`config.mk`:
```
export PLATFORM = sky130hd
export DESIGN_NAME = ball_motion_flat
export DESIGN_NICKNAME = d
export VERILOG_FILES = /design/src/rtl/ball_motion_if.sv /design/src/rtl/ball_motion.sv /design/src/flat_wrapper.sv
export SDC_FILE = /design/constraint.sdc
export NUM_CORES = 1
export LEC_CHECK = 0
export CAP_MARGIN = 30
export CORE_MARGIN = 3
export CORE_UTILIZATION = 55
export DETAILED_ROUTE_END_ITERATION = 6
export PLACE_DENSITY = 0.8
export SLEW_MARGIN = 40
export SYNTH_ARGS = -nofsm -noshare
export SYNTH_HDL_FRONTEND = slang
export SYNTH_SLANG_ARGS = --single-unit
```
`constraint.sdc`:
```
create_clock -name clock -period 5.76 [get_ports clock]
set_clock_uncertainty 0.15 [all_clocks]
set_input_delay 1.152 -clock clock [delete_from_list [all_inputs] [get_ports clock]]
set_output_delay 1.152 -clock clock [all_outputs]
set_load 0.01 [all_outputs]
```
`src/rtl/ball_motion_if.sv`:
```
// Ball engine bundle: game/collision inputs toward the engine, ball state back to the blocks.
// master = ball_motion engine, slave = playfield side (blocks, paddle, key logic).
interface ball_motion_if;
  logic       start;
  logic       tick_ext;
  logic       hit_up;
  logic       hit_down;
  logic       hit_left;
  logic       hit_right;
  logic       hit_bar;
  logic [9:0] x_ball;
  logic [9:0] y_ball;
  logic [9:0] next_x;
  logic [9:0] next_y;
  logic       dir_x;
  logic       dir_y;
  logic       ball_lost;
  logic [1:0] lives;
  logic       game_over;

  modport master (
    input  start, tick_ext, hit_up, hit_down, hit_left, hit_right, hit_bar,
    output x_ball, y_ball, next_x, next_y, dir_x, dir_y, ball_lost, lives, game_over
  );

  modport slave (
    output start, tick_ext, hit_up, hit_down, hit_left, hit_right, hit_bar,
    input  x_ball, y_ball, next_x, next_y, dir_x, dir_y, ball_lost, lives, game_over
  );
endinterface

```
`src/rtl/ball_motion.sv`:
```
// Breakout ball engine: moves the ball one step per tick, reflects off blocks/paddle/walls,
// tracks lives. Define BALL_TICK_EXT_EN to step on tick_ext instead of the internal divider.
module ball_motion #(
  parameter int unsigned R_BALL   = 8,
  parameter int unsigned H_RES    = 640,
  parameter int unsigned V_RES    = 480,
  parameter int unsigned X_START  = 320,
  parameter int unsigned Y_START  = 400,
  parameter int unsigned STEP     = 1,
  parameter int unsigned TICK_DIV = 250000,
  parameter int unsigned LIVES    = 3
) (
  input  logic          clock,
  input  logic          reset,
  ball_motion_if.master bus
);

  localparam logic [9:0] XMin       = 10'(R_BALL);
  localparam logic [9:0] XMax       = 10'(H_RES - 1 - R_BALL);
  localparam logic [9:0] YMin       = 10'(R_BALL);
  localparam logic [9:0] YMax       = 10'(V_RES - 1 - R_BALL);
  localparam logic [9:0] XStart     = 10'(X_START);
  localparam logic [9:0] YStart     = 10'(Y_START);
  localparam logic [9:0] XStartNext = 10'(X_START + STEP);
  localparam logic [9:0] YStartNext = 10'(Y_START - STEP);
  localparam logic [1:0] LivesInit  = 2'(LIVES);

  typedef enum logic [1:0] {StIdle, StRun, StLost, StOver} state_e;

  state_e     state_q, state_d;
  logic [9:0] x_q, x_d, y_q, y_d, nx_q, nx_d, ny_q, ny_d;
  logic       dir_x_q, dir_x_d, dir_y_q, dir_y_d;
  logic       dir_x_new, dir_y_new;
  logic [1:0] lives_q, lives_d;
  logic       start_q;
  logic       tick;
  logic       lose;

  // Signed arithmetic so a step past either edge clamps instead of wrapping.
  function automatic logic [9:0] step_clamp(logic [9:0] p, logic dir, logic [9:0] lo,
                                            logic [9:0] hi);
    int v;
    v = dir ? int'(p) + int'(STEP) : int'(p) - int'(STEP);
    if (v < int'(lo)) v = int'(lo);
    else if (v > int'(hi)) v = int'(hi);
    return 10'(v);
  endfunction

`ifdef BALL_TICK_EXT_EN
  assign tick = bus.tick_ext & (state_q == StRun);
`else
  localparam int unsigned CntW = (TICK_DIV > 1) ? $clog2(TICK_DIV) : 1;
  logic [CntW-1:0] cnt_q, cnt_d;
  logic            unused_tick_ext;
  assign unused_tick_ext = bus.tick_ext;

  always_comb begin
    cnt_d = '0;
    tick  = 1'b0;
    if (state_q == StRun) begin
      if (cnt_q == CntW'(TICK_DIV - 1)) tick = 1'b1;
      else cnt_d = cnt_q + 1'b1;
    end
  end

  always_ff @(posedge clock) begin
    if (reset) cnt_q <= '0;
    else       cnt_q <= cnt_d;
  end
`endif

  // Block/paddle hits outrank the wall rules on the same axis.
  always_comb begin
    dir_y_new = dir_y_q;
    if (bus.hit_up && bus.hit_down)     dir_y_new = ~dir_y_q;
    else if (bus.hit_up || bus.hit_bar) dir_y_new = 1'b0;
    else if (bus.hit_down)              dir_y_new = 1'b1;
    else if (y_q <= YMin)               dir_y_new = 1'b1;

    dir_x_new = dir_x_q;
    if (bus.hit_left && bus.hit_right) dir_x_new = ~dir_x_q;
    else if (bus.hit_left)             dir_x_new = 1'b0;
    else if (bus.hit_right)            dir_x_new = 1'b1;
    else if (x_q <= XMin)              dir_x_new = 1'b1;
    else if (x_q >= XMax)              dir_x_new = 1'b0;

    lose = (y_q >= YMax) && !bus.hit_bar;
  end

  always_comb begin
    state_d = state_q;
    x_d     = x_q;
    y_d     = y_q;
    nx_d    = nx_q;
    ny_d    = ny_q;
    dir_x_d = dir_x_q;
    dir_y_d = dir_y_q;
    lives_d = lives_q;
    unique case (state_q)
      StIdle: if (bus.start && !start_q) state_d = StRun;
      StRun: begin
        if (tick && lose) begin
          state_d = StLost;
          lives_d = lives_q - 2'd1;
        end else begin
          if (tick) begin
            dir_x_d = dir_x_new;
            dir_y_d = dir_y_new;
            x_d     = step_clamp(x_q, dir_x_new, XMin, XMax);
            y_d     = step_clamp(y_q, dir_y_new, YMin, YMax);
            nx_d    = step_clamp(x_d, dir_x_new, XMin, XMax);
            ny_d    = step_clamp(y_d, dir_y_new, YMin, YMax);
          end
          if (!bus.start) state_d = StIdle;
        end
      end
      StLost: begin
        x_d     = XStart;
        y_d     = YStart;
        nx_d    = XStartNext;
        ny_d    = YStartNext;
        dir_x_d = 1'b1;
        dir_y_d = 1'b0;
        state_d = (lives_q == 2'd0) ? StOver : StIdle;
      end
      StOver: state_d = StOver;
      default: state_d = StIdle;
    endcase
  end

  always_ff @(posedge clock) begin
    if (reset) begin
      state_q <= StIdle;
      x_q     <= XStart;
      y_q     <= YStart;
      nx_q    <= XStartNext;
      ny_q    <= YStartNext;
      dir_x_q <= 1'b1;
      dir_y_q <= 1'b0;
      lives_q <= LivesInit;
      start_q <= 1'b0;
    end else begin
      state_q <= state_d;
      x_q     <= x_d;
      y_q     <= y_d;
      nx_q    <= nx_d;
      ny_q    <= ny_d;
      dir_x_q <= dir_x_d;
      dir_y_q <= dir_y_d;
      lives_q <= lives_d;
      start_q <= bus.start;
    end
  end

  assign bus.x_ball    = x_q;
  assign bus.y_ball    = y_q;
  assign bus.next_x    = nx_q;
  assign bus.next_y    = ny_q;
  assign bus.dir_x     = dir_x_q;
  assign bus.dir_y     = dir_y_q;
  assign bus.lives     = lives_q;
  assign bus.ball_lost = (state_q == StLost);
  assign bus.game_over = (state_q == StOver);

endmodule

```
`src/flat_wrapper.sv`:
```
// flat-port wrapper written by rule: the top's interface ports become plain ports
module ball_motion_flat 
#(
  parameter int unsigned R_BALL   = 8,
  parameter int unsigned H_RES    = 640,
  parameter int unsigned V_RES    = 480,
  parameter int unsigned X_START  = 320,
  parameter int unsigned Y_START  = 400,
  parameter int unsigned STEP     = 1,
  parameter int unsigned TICK_DIV = 250000,
  parameter int unsigned LIVES    = 3
)
  (clock, reset, bus_start, bus_tick_ext, bus_hit_up, bus_hit_down, bus_hit_left, bus_hit_right, bus_hit_bar, bus_x_ball, bus_y_ball, bus_next_x, bus_next_y, bus_dir_x, bus_dir_y, bus_ball_lost, bus_lives, bus_game_over);
  ball_motion_if bus_i ();
  input  logic clock;
  input  logic reset;
  input wire logic [$bits(bus_i.start)-1:0] bus_start;
  input wire logic [$bits(bus_i.tick_ext)-1:0] bus_tick_ext;
  input wire logic [$bits(bus_i.hit_up)-1:0] bus_hit_up;
  input wire logic [$bits(bus_i.hit_down)-1:0] bus_hit_down;
  input wire logic [$bits(bus_i.hit_left)-1:0] bus_hit_left;
  input wire logic [$bits(bus_i.hit_right)-1:0] bus_hit_right;
  input wire logic [$bits(bus_i.hit_bar)-1:0] bus_hit_bar;
  output wire logic [$bits(bus_i.x_ball)-1:0] bus_x_ball;
  output wire logic [$bits(bus_i.y_ball)-1:0] bus_y_ball;
  output wire logic [$bits(bus_i.next_x)-1:0] bus_next_x;
  output wire logic [$bits(bus_i.next_y)-1:0] bus_next_y;
  output wire logic [$bits(bus_i.dir_x)-1:0] bus_dir_x;
  output wire logic [$bits(bus_i.dir_y)-1:0] bus_dir_y;
  output wire logic [$bits(bus_i.ball_lost)-1:0] bus_ball_lost;
  output wire logic [$bits(bus_i.lives)-1:0] bus_lives;
  output wire logic [$bits(bus_i.game_over)-1:0] bus_game_over;
  assign bus_i.start = bus_start;
  assign bus_i.tick_ext = bus_tick_ext;
  assign bus_i.hit_up = bus_hit_up;
  assign bus_i.hit_down = bus_hit_down;
  assign bus_i.hit_left = bus_hit_left;
  assign bus_i.hit_right = bus_hit_right;
  assign bus_i.hit_bar = bus_hit_bar;
  assign bus_x_ball = bus_i.x_ball;
  assign bus_y_ball = bus_i.y_ball;
  assign bus_next_x = bus_i.next_x;
  assign bus_next_y = bus_i.next_y;
  assign bus_dir_x = bus_i.dir_x;
  assign bus_dir_y = bus_i.dir_y;
  assign bus_ball_lost = bus_i.ball_lost;
  assign bus_lives = bus_i.lives;
  assign bus_game_over = bus_i.game_over;
  ball_motion #(.R_BALL(R_BALL), .H_RES(H_RES), .V_RES(V_RES), .X_START(X_START), .Y_START(Y_START), .STEP(STEP), .TICK_DIV(TICK_DIV), .LIVES(LIVES)) u_core (.clock(clock), .reset(reset), .bus(bus_i));
endmodule
```
=== Yosys cells after proc, flatten, opt, wreduce, memory -nomap -nowiden ===
Cells that the tools add are included.

* Input port bits: 9
* Output and inout port bits: 46
* Register bits: 65
* Word-level logic and storage cells: 110

* Reduce and logical (&&, ||, !) cells: 15
* Order comparisons: 12
* Bitwise gates (word level): 3
* Equality and inequality tests: 8
* Mux-type cells: 52
* Add/subtract/negate cells: 10

{| class="wikitable"
|+ Operators with widths
! cell !! count
|-
| 10-bit two-way mux || 22
|-
| 32-bit by 5-bit < comparator with 1-bit output, second input constant || 4
|-
| 32-bit two-way mux || 4
|-
| 10-bit one-hot mux with 2 select lines || 4
|-
| 32-bit by 10-bit > comparator with 1-bit output, second input constant || 2
|-
| 32-bit by 11-bit > comparator with 1-bit output, second input constant || 2
|-
| 10-bit by 1-bit adder with 11-bit output, second input constant || 4
|-
| 10-bit by 1-bit subtractor with 11-bit output, second input constant || 4
|-
| 10-bit by 4-bit less-or-equal comparator with 1-bit output, second input constant || 2
|-
| 18-bit by 1-bit adder with 18-bit output, second input constant || 1
|-
| 18-bit == test, second input constant || 1
|-
| 1-bit two-way mux || 15
|-
| 10-bit greater-or-equal comparator, second input constant || 1
|-
| 10-bit by 9-bit greater-or-equal comparator with 1-bit output, second input constant || 1
|-
| 2-bit two-way mux || 4
|-
| 2-bit one-hot mux with 4 select lines || 1
|-
| 1-bit logical AND || 5
|-
| 2-bit == test, second input constant || 2
|-
| 2-bit logical NOT || 2
|-
| 2-bit by 1-bit inequality test with 1-bit output, second input constant || 2
|-
| 1-bit one-hot mux with 2 select lines || 2
|-
| 2-bit AND reduction || 2
|-
| 3-bit inequality test, second input constant || 1
|-
| 1-bit NOT || 3
|-
| other kinds (8) || 9
|}

=== Depth between registers and ports, before layout ===
* Depth after elaboration: 21
* Mapped depth: 24
* Depth with buffers taken out: 21

=== Worst setup path before layout ===
No wires, ideal clock.

* Kind: input -> register
* From: input port bus_hit_bar
* To: register u_core.ny_q[0] (netlist: u_core.bus.next_y[0])
* Setup time: 0.119 ns
* Setup slack: 0.693 ns
* Data arrival time: 4.799 ns
* Stages: 19
* Data required time: 5.491 ns
* Buffers on the path: 1
* Path through: nor4_4 -> o211ai_2 -> nand2_2 -> mux4_2 -> and2_1 -> buf_2 -> a21oi_1 -> nor2_1 -> o21a_1 -> inv_1 -> ha_1 -> nand2_1 -> a2111oi_0 -> a31oi_1 -> mux2i_1 -> or2_2 -> and4bb_1 -> nand2_1 -> o221a_1

* Longest elaborated chain between the ends: 18
* Elaborated cells between the ends (all ways): 26
* Classes of those cells: add/sub: 2; order compare: 4; eq/ne: 1; mux: 14; reduce/logical: 5

{| class="wikitable"
|+ RTL lines
! what !! line !! RTL
|-
| start, declared || flat_wrapper.sv:23 || <nowiki>input wire logic [$bits(bus_i.hit_bar)-1:0] bus_hit_bar;</nowiki>
|-
| 1-bit logical OR || ball_motion.sv:76 || <nowiki>else if (bus.hit_up || bus.hit_bar) dir_y_new = 1'b0;</nowiki>
|-
| 1-bit two-way mux || ball_motion.sv:76 ||
|-
| 1-bit two-way mux || ball_motion.sv:75 || <nowiki>if (bus.hit_up && bus.hit_down) dir_y_new = ~dir_y_q;</nowiki>
|-
| 32-bit two-way mux || ball_motion.sv:43 || <nowiki>v = dir ? int'(p) + int'(STEP) : int'(p) - int'(STEP);</nowiki>
|-
| 32-bit by 10-bit > comparator with 1-bit output || ball_motion.sv:45 || <nowiki>else if (v > int'(hi)) v = int'(hi);</nowiki>
|-
| 10-bit two-way mux || ball_motion.sv:45 ||
|-
| 10-bit two-way mux || ball_motion.sv:44 || <nowiki>if (v < int'(lo)) v = int'(lo);</nowiki>
|-
| 10-bit two-way mux || ball_motion.sv:106 || <nowiki>if (tick) begin</nowiki>
|-
| [... 2 more ...] || n/a ||
|-
| 10-bit by 1-bit subtractor with 11-bit output / 10-bit by 1-bit adder with 11-bit output (equally long branches) || ball_motion.sv:43 ||
|-
| 32-bit two-way mux || ball_motion.sv:43 ||
|-
| 32-bit by 10-bit > comparator with 1-bit output || ball_motion.sv:45 ||
|-
| 10-bit two-way mux || ball_motion.sv:45 ||
|-
| 10-bit two-way mux || ball_motion.sv:44 ||
|-
| 10-bit two-way mux || ball_motion.sv:106 ||
|-
| 10-bit two-way mux || ball_motion.sv:102 || <nowiki>if (tick && lose) begin</nowiki>
|-
| 10-bit one-hot mux with 2 select lines || ball_motion.sv:99 || <nowiki>unique case (state_q)</nowiki>
|-
| end signal, assigned || ball_motion.sv:137 || <nowiki>ny_q <= YStartNext;</nowiki>
|-
| end signal, assigned || ball_motion.sv:147 || <nowiki>ny_q <= ny_d;</nowiki>
|-
| end, declared || ball_motion.sv:31 || <nowiki>logic [9:0] x_q, x_d, y_q, y_d, nx_q, nx_d, ny_q, ny_d;</nowiki>
|}

Several ways; a longest one is shown, not always the timed one. The select of a mux whose other input is x is not followed.
A chain may end at the register's enable or synchronous reset.

=== Worst setup path in the final report ===
* From: input port bus_hit_left
* To: register u_core.nx_q[3] (netlist: u_core.bus.next_x[3])

* Longest elaborated chain between the ends: 17
* Elaborated cells between the ends (all ways): 21
* Classes of those cells: add/sub: 2; order compare: 4; mux: 14; reduce/logical: 1

{| class="wikitable"
|+ RTL lines
! what !! line !! RTL
|-
| start, declared || flat_wrapper.sv:21 || <nowiki>input wire logic [$bits(bus_i.hit_left)-1:0] bus_hit_left;</nowiki>
|-
| 1-bit two-way mux / 1-bit logical AND (equally long branches) || ball_motion.sv:82, ball_motion.sv:81 ||
|-
| 1-bit two-way mux * || ball_motion.sv:81 || <nowiki>if (bus.hit_left && bus.hit_right) dir_x_new = ~dir_x_q;</nowiki>
|-
| 32-bit two-way mux || ball_motion.sv:43 ||
|-
| 32-bit by 11-bit > comparator with 1-bit output || ball_motion.sv:45 ||
|-
| 10-bit two-way mux || ball_motion.sv:45 ||
|-
| 10-bit two-way mux || ball_motion.sv:44 ||
|-
| 10-bit two-way mux || ball_motion.sv:106 ||
|-
| 10-bit two-way mux || ball_motion.sv:102 ||
|-
| 10-bit two-way mux || ball_motion.sv:99 ||
|-
| 10-bit by 1-bit subtractor with 11-bit output / 10-bit by 1-bit adder with 11-bit output (equally long branches) || ball_motion.sv:43 ||
|-
| 32-bit two-way mux * || ball_motion.sv:43 ||
|-
| 32-bit by 11-bit > comparator with 1-bit output || ball_motion.sv:45 ||
|-
| 10-bit two-way mux || ball_motion.sv:45 ||
|-
| 10-bit two-way mux * || ball_motion.sv:44 ||
|-
| 10-bit two-way mux * || ball_motion.sv:106 ||
|-
| 10-bit two-way mux * || ball_motion.sv:102 ||
|-
| 10-bit one-hot mux with 2 select lines * || ball_motion.sv:99 ||
|-
| end signal, assigned || ball_motion.sv:136 || <nowiki>nx_q <= XStartNext;</nowiki>
|-
| end signal, assigned || ball_motion.sv:146 || <nowiki>nx_q <= nx_d;</nowiki>
|-
| end, declared || ball_motion.sv:31 ||
|}

Every way passes the cells marked *; elsewhere a longest branch is shown, timed or not. The select of a mux whose other input is x is not followed.

==> impl_metrics.yaml <==
run_status:
  status: "finished, final reports clean"
floorplan:
  die_h_um: 105
  core.rowCount: 35
  ios: 55
  core_mm2: 0.00937
  initial_core_util_pct: 57.3
  fp.dieArea_mm2: 0.0110
  chipWidth_um: 105
clocking:
  clk_pin_slew_ns: 0.08
  cts_tree: "done"
  htreeDepth: 3
  clkSinkCount: 65
  root_buffer: "clkbuf_8"
  cts_made_buffers: 9
  ctsLongestPathBuffers: 2
  post_cts_buffers: 0
  clkLatencyLatePin_ns: 0.35
timing:
  hold_viol: 0
  tightest_slew_ns: 0.741
  setup_viol: 0
  finalMaxSlewViolations: 0
  max_freq_mhz: 181
  max-slew-margin-rel_pct: 50.5
  post-route-min-period_ns: 5.53
  timing.final.ws_setup_ns: 0.230
  fin_tns_setup_ns: 0
  finalCritPeriodShare_pct: 96.0
  rsz0062_at_grt: "yes"
yosys:
  synth.area.top_cells: "dfxtp_1 24%, nor2_1 6.2%, xnor2_1 3.9%, nand2_1 3.5%, a21oi_1 3.4%"
  synth_top_area_share_pct: 24.2
  syn_nets: 716
  syn-cell-area_mm2: 0.00537
  yosysMostFrequentCell: "nor2_1"
  ys_top_cells_by_count: "89 x nor2_1, 65 x dfxtp_1, 50 x nand2_1"
  seq_area_frac_synth_pct: 24.2
  yosysWarnings: 0
  synth-edff-count: 0
  synthFlopType: "dfxtp_1"
  syn_area_per_cell_um2: 7.73
  ys_types: 101
  synth_largest_area_cell: "dfxtp_1"
  ys_seq_elements: 65
  async_reset_ff_share_pct: 0
  syn_inst: 695
power:
  leakage_uw: 0.00252
  p_per_area_mw_per_mm2: 145
  power_uw: 976
  vdd.ir_drop.worst_mv: 0.161
flow_run:
  max_cap_viol_count: 0
hold_path:
  hold_path_end: "u_core.cnt_q[0]$_SDFF_PP0_"
  min_path_cells: 1
  hp-class: "reg -> reg"
  min_from: "u_core.cnt_q[0]$_SDFF_PP0_"
critical_path:
  r2r_slack_ns: 0.50
  rr_worst_depth: 22
  reg2reg_to: "u_core.bus.next_x[3]$_SDFFE_PP0P_"
  cp-end-kind: "register"
  cp.required_ns: 5.85
  critical-path-max-stage-delay_ns: 0.53
  crit_family: "compound AO/OA/AOI/OAI gates"
  critical_path_class: "in -> reg"
  critPathArrivalTime_ns: 5.62
  rr_startpoint: "u_core.bus.x_ball[0]$_SDFFE_PP0P_"
  critPathMaxFanout: 4
  cp-start-kind: "input port"
  path_cells: "clkdlybuf4s50_1 > nor4b_2 > or3_1 > a211oi_1 > a211oi_1 > or2_1 > nor2_1 > a31oi_1 > a21oi_1 > inv_1 > ha_1 > nand4_1 > nor2_1 > buf_4 > buf_4 > o21ai_0 > a31oi_1 > o21ai_0 > nand2_1 > nor4_2 > o21ai_2 > a221o_1"
  cp_num_buf_inv: 4
  crit_slowest_cell: "clkdlybuf4s50_1"
global_route:
  antenna_found_initial: 0
  grt_pass1_vias: 5574
  grt_pass1_wl_um: 28100
  globalRoute.totalOverflow: 0
  grt_usage_pct: 30.9
  grt_max_degree: 41
detailed_routing:
  wl_per_cell_um: 18.2
  postRouteWirelength_um: 17000
  viasPerCell: 6.34
  vias: 5910
  drt_drc_violations_left: 0
  ant_nets: 0
  dr.pass1.iters: 5
  drt_iter0_drc: 450
layout:
  finalCoreUtilization_pct: 71.6
  antennaDiodeCount: 0
  final_layout_size_suffix_gt1_share_pct: 18.4
  area_delta_synth_final_pct: 24.8
  final_nets: 819
  fin_cells: 932
placed_design:
  gp_congestion: 0.993
  place_inst: 916
  dpl_worst_slack_ns: -0.0808
  place_hpwl_um: 12800
  io_buffers: 53
## final cells by class
type	instances	area [µm²]
fill	774	2660
clock buffer	9	124
clock inverter	7	85.1
multi-input combinational	572	3840
inverter	21	78.8
tap	129	161
timing repair buffer	129	1110
sequential	65	1300
## logic make-up (layout without fill, tap and decap cells)
group,Yosys count,count (layout),synth area share [%]
AOI/OAI and AO/OA,179,179,24.2
adders and majority gates,12,12,2.79
and+or+nand+nor,325,325,33.8
DFF,65,65,24.2
muxes,14,14,3.00
buffers and inverters,58,166,5.17
xor gates and xnor gates,42,42,6.85
## placed cells by master (no fill, tap or decap), drive strengths merged, types with 12 or more instances in the layout
cell and instances:
nand2b 16, nor2 91, nor3 21, dfxtp 65, buf 76, xor2 18, nand2 52, o21ai 32
or2 13, ha 12, mux2i 12, clkdlybuf4s50 53, xnor2 24, o211ai 13, a21oi 37, or3 15
nand4 12, nor4 14, a22oi 14, inv 24, nand3 32
## stage by stage
stage	hold slack, ns	instance area, µm²
after floorplan	0.263	5370
after global placement	0.271	6450
after detailed placement	0.292	6450
after CTS	0.307	6660
after global routing	0.333	6710
final	0.310	6710
## metal layers
metal / wire (µm) / GRT usage (%) / up-vias
met5: 0 / 0 / -
met4: 221 / 6.47 / 0
met3: 1610 / 6.42 / 26
met2: 7420 / 47.8 / 324
met1: 7710 / 44.4 / 2776
li1: - / - / 2784
## worst reg2reg max path: stages (launching register included)
cell and delay (ns):
dfxtp_1 0.36, buf_4 0.18, or4_1 0.62, or3_1 0.36
a211oi_1 0.36, a211oi_1 0.15, or2_1 0.28, nor2_1 0.17
a31oi_1 0.19, a21oi_1 0.22, inv_1 0.07, ha_1 0.23
nand4_1 0.08, nor2_1 0.08, buf_4 0.15, buf_4 0.12
o21ai_0 0.22, a31oi_1 0.06, o21ai_0 0.22, nand2_1 0.14
nor4_2 0.29, o21ai_2 0.12, a221o_1 0.32
## power by group
| part | switching (µW) | internal, µW |
|---|---|---|
| Sequential | 0.877 | 450 |
| Combinational | 62.2 | 46.5 |
| Clock | 207 | 209 |
| Total | 270 | 705 |
## timing repair
item | 4_1_cts | 5_1_grt
setup endpoints to repair | 0 | 11
hold buffers | 0 | 0
gates resized for setup | 0 | 9
## worst max path at each step
stage                                                    to         start  slack, ns  cells after the start
after detailed placement  u_core.bus.next_x[3]$_SDFFE_PP0P_  bus_hit_left      -0.08                     22
after CTS                 u_core.bus.next_x[3]$_SDFFE_PP0P_  bus_hit_left       0.24                     23
after floorplan           u_core.bus.next_y[0]$_SDFFE_PP1P_   bus_hit_bar       0.69                     19
final                     u_core.bus.next_x[3]$_SDFFE_PP0P_  bus_hit_left       0.23                     22
after global routing      u_core.bus.next_x[3]$_SDFFE_PP0P_  bus_hit_left      -0.05                     22
after global placement    u_core.bus.next_x[3]$_SDFFE_PP0P_  bus_hit_left     -0.004                     21
## state kept, by name, indices dropped and copies added (netlist names)
name,flops
u_core.bus.dir_x,1
u_core.start_q,1
u_core.cnt_q,18
u_core.bus.y_ball,10
u_core.state_q,2
u_core.bus.x_ball,10
u_core.bus.next_x,10
u_core.bus.dir_y,1
u_core.bus.lives,2
u_core.bus.next_y,10
Note: power is estimated with default switching activity, not from simulation.
